File: config.mk
export PLATFORM = sky130hd
export DESIGN_NAME = smpl_cnt_tracker
export DESIGN_NICKNAME = d
export VERILOG_FILES = /design/src/rtl/smpl_cnt_pkg.sv /design/src/rtl/smpl_cnt_entry.sv /design/src/rtl/smpl_cnt_tracker.sv
export SDC_FILE = /design/constraint.sdc
export NUM_CORES = 1
export LEC_CHECK = 0
export CAP_MARGIN = 25
export CORE_UTILIZATION = 50
export CTS_BUF_LIST = sky130_fd_sc_hd__clkbuf_4 sky130_fd_sc_hd__clkbuf_8
export DETAILED_ROUTE_END_ITERATION = 8
export PLACE_DENSITY_LB_ADDON = 0.2
export SETUP_SLACK_MARGIN = 0.1
export SKIP_LAST_GASP = 1
export SLEW_MARGIN = 20
export SYNTH_ARGS = -nofsm -noshare
export SYNTH_HDL_FRONTEND = slang
export SYNTH_SLANG_ARGS = --single-unit
File: constraint.sdc
create_clock -name clk -period 6.4 [get_ports clk]
set_input_delay 1.28 -clock clk [delete_from_list [all_inputs] [get_ports clk]]
set_output_delay 1.28 -clock clk [all_outputs]
set_load 0.02 [all_outputs]
File: src/rtl/smpl_cnt_pkg.sv
// Shared types, error-bit indices and lane-matching helper for the hit-count scoreboard.
package smpl_cnt_pkg;
  localparam int MAX_LANES = 8;
  localparam int TAG_W_MAX = 32;
  localparam int CNT_W_MAX = 32;

  localparam int ERR_OVF = 0;
  localparam int ERR_DUP = 1;
  localparam int ERR_UNK = 2;
  localparam int ERR_ORD = 3;
  localparam int ERR_SAT = 4;

  // Fields are held at maximum width; instances zero-extend into them.
  typedef struct packed {
    logic                 valid;
    logic [TAG_W_MAX-1:0] tag;
    logic [CNT_W_MAX-1:0] cnt;
    logic                 sat;
  } smpl_cnt_entry_t;

  function automatic logic [3:0] lane_match_count(
    input logic [MAX_LANES-1:0]                hit_valid,
    input logic [MAX_LANES-1:0][TAG_W_MAX-1:0] hit_tags,
    input logic [TAG_W_MAX-1:0]                tag
  );
    logic [3:0] n;
    n = '0;
    for (int l = 0; l < MAX_LANES; l++) begin
      if (hit_valid[l] && (hit_tags[l] == tag)) n = n + 4'd1;
    end
    return n;
  endfunction
endpackage

File: src/rtl/smpl_cnt_entry.sv
// One scoreboard slot: allocate, saturating hit accumulate, clear on retire.
module smpl_cnt_entry
  import smpl_cnt_pkg::*;
#(
  parameter int TAG_W     = 8,
  parameter int HIT_LANES = 2,
  parameter int CNT_W     = 16
) (
  input  logic                       clk,
  input  logic                       rst,
  input  logic                       alloc,
  input  logic [TAG_W-1:0]           alloc_tag,
  input  logic                       clear,
  input  logic [HIT_LANES-1:0]       hit_valid,
  input  logic [HIT_LANES*TAG_W-1:0] hit_tag,
  output logic                       valid,
  output logic [TAG_W-1:0]           tag,
  output logic [CNT_W-1:0]           cnt_next,
  output logic                       sat_next,
  output logic                       sat_hit,
  output logic [HIT_LANES-1:0]       match
);
  localparam logic [CNT_W_MAX-1:0] CNT_MAX = CNT_W_MAX'({CNT_W{1'b1}});

  smpl_cnt_entry_t                     q_reg;
  logic [MAX_LANES-1:0]                hv_pad;
  logic [MAX_LANES-1:0][TAG_W_MAX-1:0] ht_pad;
  logic [TAG_W_MAX-1:0]                atag_pad;
  logic [3:0]                          own_n;
  logic [3:0]                          new_n;
  logic [CNT_W_MAX:0]                  sum;
  logic [CNT_W_MAX-1:0]                cnt_full_next;

  always_comb begin
    hv_pad   = '0;
    ht_pad   = '0;
    atag_pad = '0;
    atag_pad[TAG_W-1:0] = alloc_tag;
    for (int l = 0; l < HIT_LANES; l++) begin
      hv_pad[l]            = hit_valid[l];
      ht_pad[l][TAG_W-1:0] = hit_tag[l*TAG_W +: TAG_W];
    end
    own_n = q_reg.valid ? lane_match_count(hv_pad, ht_pad, q_reg.tag) : 4'd0;
    new_n = alloc ? lane_match_count(hv_pad, ht_pad, atag_pad) : 4'd0;
    sum           = {1'b0, q_reg.cnt} + (CNT_W_MAX+1)'(own_n);
    sat_hit       = sum > {1'b0, CNT_MAX};
    cnt_full_next = sat_hit ? CNT_MAX : sum[CNT_W_MAX-1:0];
  end

  // A lane is claimed by the live tag or by a tag being allocated this cycle.
  generate
    for (genvar gi = 0; gi < HIT_LANES; gi++) begin : g_match
      assign match[gi] = hit_valid[gi] &&
        ((q_reg.valid && (hit_tag[gi*TAG_W +: TAG_W] == q_reg.tag[TAG_W-1:0])) ||
         (alloc && (hit_tag[gi*TAG_W +: TAG_W] == alloc_tag)));
    end
  endgenerate

  assign valid    = q_reg.valid;
  assign tag      = q_reg.tag[TAG_W-1:0];
  assign cnt_next = cnt_full_next[CNT_W-1:0];
  assign sat_next = q_reg.sat | sat_hit;

  // Allocation wins over clear: when full, retire and refill hit the same slot.
  always_ff @(posedge clk) begin
    if (rst) begin
      q_reg <= '0;
    end else if (alloc) begin
      q_reg.valid <= 1'b1;
      q_reg.tag   <= atag_pad;
      q_reg.cnt   <= CNT_W_MAX'(new_n);
      q_reg.sat   <= 1'b0;
    end else if (clear) begin
      q_reg <= '0;
    end else if (q_reg.valid) begin
      q_reg.cnt <= cnt_full_next;
      q_reg.sat <= q_reg.sat | sat_hit;
    end
  end
endmodule

File: src/rtl/smpl_cnt_tracker.sv
// In-order hit-count scoreboard: counts tagged hits per triangle and reports pass/fail on retire.
module smpl_cnt_tracker
  import smpl_cnt_pkg::*;
#(
  parameter int TAG_W     = 8,
  parameter int DEPTH     = 4,
  parameter int HIT_LANES = 2,
  parameter int CNT_W     = 16
) (
  input  logic                       clk,
  input  logic                       rst,
  input  logic                       tri_start_R16H,
  input  logic [TAG_W-1:0]           tri_tag_R16U,
  input  logic [HIT_LANES-1:0]       hit_valid_R18H,
  input  logic [HIT_LANES*TAG_W-1:0] hit_tag_R18U,
  input  logic                       tri_end_RnnH,
  input  logic [TAG_W-1:0]           end_tag_RnnU,
  input  logic [CNT_W-1:0]           exp_cnt_RnnU,
  output logic                       chk_valid_RnnH,
  output logic                       chk_pass_RnnH,
  output logic [TAG_W-1:0]           chk_tag_RnnU,
  output logic [CNT_W-1:0]           chk_cnt_RnnU,
  output logic [CNT_W-1:0]           chk_exp_RnnU,
  output logic [$clog2(DEPTH):0]     in_flight_RnnU,
  output logic                       full_RnnH,
  output logic [4:0]                 err_RnnU
);
  localparam int PTR_W = $clog2(DEPTH);

  logic [PTR_W-1:0]     head_reg, tail_reg;
  logic [PTR_W:0]       occ_reg, occ_next;
  logic [4:0]           err_reg, err_next;
  logic                 chk_valid_reg, chk_pass_reg, full_reg;
  logic [TAG_W-1:0]     chk_tag_reg;
  logic [CNT_W-1:0]     chk_cnt_reg, chk_exp_reg;

  logic [DEPTH-1:0]     ent_valid, ent_sat_next, ent_sat_hit, ent_alloc, ent_clear;
  logic [TAG_W-1:0]     ent_tag      [DEPTH];
  logic [CNT_W-1:0]     ent_cnt_next [DEPTH];
  logic [HIT_LANES-1:0] ent_match    [DEPTH];

  logic end_ok, start_ok, is_full, dup, lane_unk;
  logic [HIT_LANES-1:0] lane_known;

  generate
    for (genvar gi = 0; gi < DEPTH; gi++) begin : g_entry
      assign ent_alloc[gi] = start_ok && (tail_reg == PTR_W'(gi));
      assign ent_clear[gi] = end_ok && (head_reg == PTR_W'(gi));
      smpl_cnt_entry #(.TAG_W(TAG_W), .HIT_LANES(HIT_LANES), .CNT_W(CNT_W)) u_entry (
        .clk       (clk),
        .rst       (rst),
        .alloc     (ent_alloc[gi]),
        .alloc_tag (tri_tag_R16U),
        .clear     (ent_clear[gi]),
        .hit_valid (hit_valid_R18H),
        .hit_tag   (hit_tag_R18U),
        .valid     (ent_valid[gi]),
        .tag       (ent_tag[gi]),
        .cnt_next  (ent_cnt_next[gi]),
        .sat_next  (ent_sat_next[gi]),
        .sat_hit   (ent_sat_hit[gi]),
        .match     (ent_match[gi])
      );
    end
  endgenerate

  always_comb begin
    end_ok     = tri_end_RnnH && ent_valid[head_reg] && (ent_tag[head_reg] == end_tag_RnnU);
    is_full    = (occ_reg == (PTR_W+1)'(DEPTH)) && !end_ok;
    dup        = 1'b0;
    lane_known = '0;
    // The head being retired this cycle no longer counts as holding its tag.
    for (int i = 0; i < DEPTH; i++) begin
      if (ent_valid[i] && (ent_tag[i] == tri_tag_R16U) && !(end_ok && (head_reg == PTR_W'(i))))
        dup = 1'b1;
      lane_known = lane_known | ent_match[i];
    end
    start_ok = tri_start_R16H && !is_full && !dup;
    lane_unk = |(hit_valid_R18H & ~lane_known);
    occ_next = occ_reg + (PTR_W+1)'(start_ok) - (PTR_W+1)'(end_ok);

    err_next          = err_reg;
    err_next[ERR_OVF] = err_reg[ERR_OVF] | (tri_start_R16H && is_full);
    err_next[ERR_DUP] = err_reg[ERR_DUP] | (tri_start_R16H && !is_full && dup);
    err_next[ERR_UNK] = err_reg[ERR_UNK] | lane_unk;
    err_next[ERR_ORD] = err_reg[ERR_ORD] | (tri_end_RnnH && !end_ok);
    err_next[ERR_SAT] = err_reg[ERR_SAT] | (|ent_sat_hit);
  end

  always_ff @(posedge clk) begin
    if (rst) begin
      head_reg      <= '0;
      tail_reg      <= '0;
      occ_reg       <= '0;
      full_reg      <= 1'b0;
      err_reg       <= '0;
      chk_valid_reg <= 1'b0;
      chk_pass_reg  <= 1'b0;
      chk_tag_reg   <= '0;
      chk_cnt_reg   <= '0;
      chk_exp_reg   <= '0;
    end else begin
      head_reg      <= head_reg + PTR_W'(end_ok);
      tail_reg      <= tail_reg + PTR_W'(start_ok);
      occ_reg       <= occ_next;
      full_reg      <= (occ_next == (PTR_W+1)'(DEPTH));
      err_reg       <= err_next;
      chk_valid_reg <= end_ok;
      if (end_ok) begin
        chk_tag_reg  <= end_tag_RnnU;
        chk_cnt_reg  <= ent_cnt_next[head_reg];
        chk_exp_reg  <= exp_cnt_RnnU;
        chk_pass_reg <= (ent_cnt_next[head_reg] == exp_cnt_RnnU) && !ent_sat_next[head_reg];
      end
    end
  end

  assign chk_valid_RnnH = chk_valid_reg;
  assign chk_pass_RnnH  = chk_pass_reg;
  assign chk_tag_RnnU   = chk_tag_reg;
  assign chk_cnt_RnnU   = chk_cnt_reg;
  assign chk_exp_RnnU   = chk_exp_reg;
  assign in_flight_RnnU = occ_reg;
  assign full_RnnH      = full_reg;
  assign err_RnnU       = err_reg;
endmodule

==> metrics.cfg <==
[floorplanning]
die_w_microns=166.4
ios=105
start_util=0.5140
core-area_sq_um=26280
rows=59
chipHeight_microns=166.4
die_area_sq_um=27680

[timing]
worstMarginPinSlew_ns=0.7512
relSlewSlack=0.4992
slew_violations=0
rsz0062_at_grt=no
fin_crit_ns=6.067
finalHoldViolCount=0
max_freq_mhz=164.8
finClkSkew_ns=0.03319
finalSetupViolations=0
fin_ws_ns=0.3333
period_share=0.9479

[power_and_ir_drop]
leakage_nw=5.922
comb_power_share=0.141
p_per_area_nw_per_um2=215.1
switching_power_w=0.0009589
ir_drop_mv=0.2248
seqPwrFrac=0.426
p_total_w=0.003509
swShare=0.2733
pwr-share-clk=0.433
intPower_w=0.002550

[placement]
portBuffers=104
dp.cells=2067
gp_congestion=0.9476
hpwl_microns=30570
dp_slack_ns=-0.2873

[yosys]
yosysWarnings=0
synth_ff_type=dfxtp_1
synth-seq-area-share=0.3305
synth_top_cell_by_area=dfxtp_1
synth_area_sq_um=13510
synthArstFlopShare=0
synth_edf_count=0
syn_avg_cell_area_sq_um=8.247
syn_inst=1638
synth_cell_types=83
ys_ff_latch=223
synth_nets=1714
synth_top_area_frac=0.3305
synthTopCellsByArea=dfxtp_1 (33%), xnor2_1 (11%), nor2_1 (5.1%), and2_1 (3.9%), clkbuf_1 (3.1%)

[global_route]
antenna_found_initial=0
grt_first_pass_wirelength_microns=66780
grt_pass1_vias=12180
grt_start_max_net_pins=57
grt_usage=0.2967
overflow=0

[setup_path]
path_class=in -> reg
cp.arrival_ns=6.56
path_max_fanout=9
crit_slowest_cell=clkdlybuf4s50_1
endpoint_kind=flip-flop
cp-start-kind=primary input
cp_data_required_time_ns=6.89
slowest_delay_ns=0.46
path_common_cell=buf_4

[clocking]
ctsHoldBuffers=0
cts.reportedPaths.clkPinSlew_ns=0.06
cts_resized=0
cts_setup_buffers=0
tritoncts=built
cts-htree-levels=2
clockBufferDepth=3
cts_buffers=41
clk_latency_ns=0.56
numClockSinks=223
clock-root-buffer=clkbuf_8

[detailed_routing]
detail_route.vias_per_cell=6.057
drt-initial-drc-count=1219
dr.pass1.iters=7
drc=0
wirelength_microns=41640
ant_nets=0
dr_total_vias=12970
avgRoutedWirePerCell_microns=19.45

[worst_hold_path]
hp-class=reg -> reg

[cells_and_area]
diodes=0
area_delta_synth_final_pct=20.77
final_nets=1851
stdcell_count=2141
drive_gt1_frac=0.1240
largest_register_ffs=132

[run]
drv_cap=0

[run_status]
status=complete, no violations

[through the flow]
step / util / area [sq um] / hold slack [ns] / TNS [ns]
floorplan: - / 13510 / 0.4316 / 0
global placement: 0.5840 / 15350 / 0.4433 / -0.2183
detailed placement: 0.5840 / 15350 / 0.4578 / -0.2977
CTS: 0.6191 / 16270 / 0.4714 / 0
global route: 0.6207 / 16310 / 0.4943 / 0
finish: 0.6207 / 16310 / 0.4676 / 0
[final timing paths]
kind | endpoint | cells after the start | startpoint | slack (ns)
worst max register to register | chk_pass_RnnH | 21 | g_entry[3].u_entry.tag[0] | 1.08
worst min-delay path | g_entry[0].u_entry.q_reg[0] | 2 | g_entry[0].u_entry.q_reg[0] | 0.47
worst min register to register | g_entry[0].u_entry.q_reg[0] | 2 | g_entry[0].u_entry.q_reg[0] | 0.47
worst max-delay path | chk_pass_RnnH | 27 | hit_tag_R18U[4] | 0.33
[cell usage in the layout, fill, tap and decap left out, types with 53 or more instances in the layout]
cell / count
dfxtp_1: 223
nor2_1: 181
xnor2_1: 169
buf_4: 111
clkdlybuf4s50_1: 103
nand2_1: 96
and2_1: 84
nand3_1: 62
a21oi_1: 62
nand4_1: 59
nor3_1: 57
clkbuf_8: 53
[kinds of logic after synthesis]
| family | synth area share |
|---|---|
| compound gates | 0.1629 |
| xor+xnor | 0.1329 |
| fa+ha+maj | 0.02316 |
| buf+inv | 0.04381 |
| flops | 0.3305 |
| mux | 0.04187 |
| simple gates | 0.2648 |
[area by class of cell]
cell class | instances | area [sq um]
Inverter | 31 | 116.4
Timing Repair Buffer | 215 | 1884
Fill cell | 2375 | 9967
Sequential cell | 223 | 4464
Multi-Input combinational cell | 1263 | 8507
Clock inverter | 8 | 95.09
Tap cell | 335 | 419.2
Clock buffer | 66 | 827.0
[layer usage]
metal	routed length [microns]	track usage
met5	0	0
met4	1265	0.1079
met3	2498	0.03551
met2	19480	0.4868
met1	18400	0.4005
[critical path, delay by kind of cell]
kind                       cells  cell delay, ns
AOI/OAI and AO/OA              6            1.12
xor gates and xnor gates       1            0.16
adders and majority gates      3            0.87
buffers and inverters          7            1.42
and+or+nand+nor               10            1.69
[synthesized netlist by cell type, types with 17 or more instances]
library cell  count
dfxtp_1         223
nor2_1          182
xnor2_1         169
clkbuf_1        110
nand2_1          96
and2_1           84
a21oi_1          62
nand3_1          62
nand4_1          59
nor3_1           58
a311oi_1         45
a22oi_1          41
nor4_1           41
xor2_1           36
mux2i_1          34
inv_1            29
o21ai_0          23
a211oi_1         22
and3_1           22
o21a_1           21
and4_1           19
ha_1             17
[power groups by stage]
stage	Clock [W]	Sequential (W)	Combinational, W
after floorplan	0	0.00151	0.000319
final	0.00152	0.00149	0.000496
after global routing	0.00161	0.00150	0.000538
after CTS	0.00155	0.00149	0.000491
after global placement	0	0.00152	0.000482
after detailed placement	0	0.00152	0.000489
No activity file was read; power rests on OpenSTA's default activity.
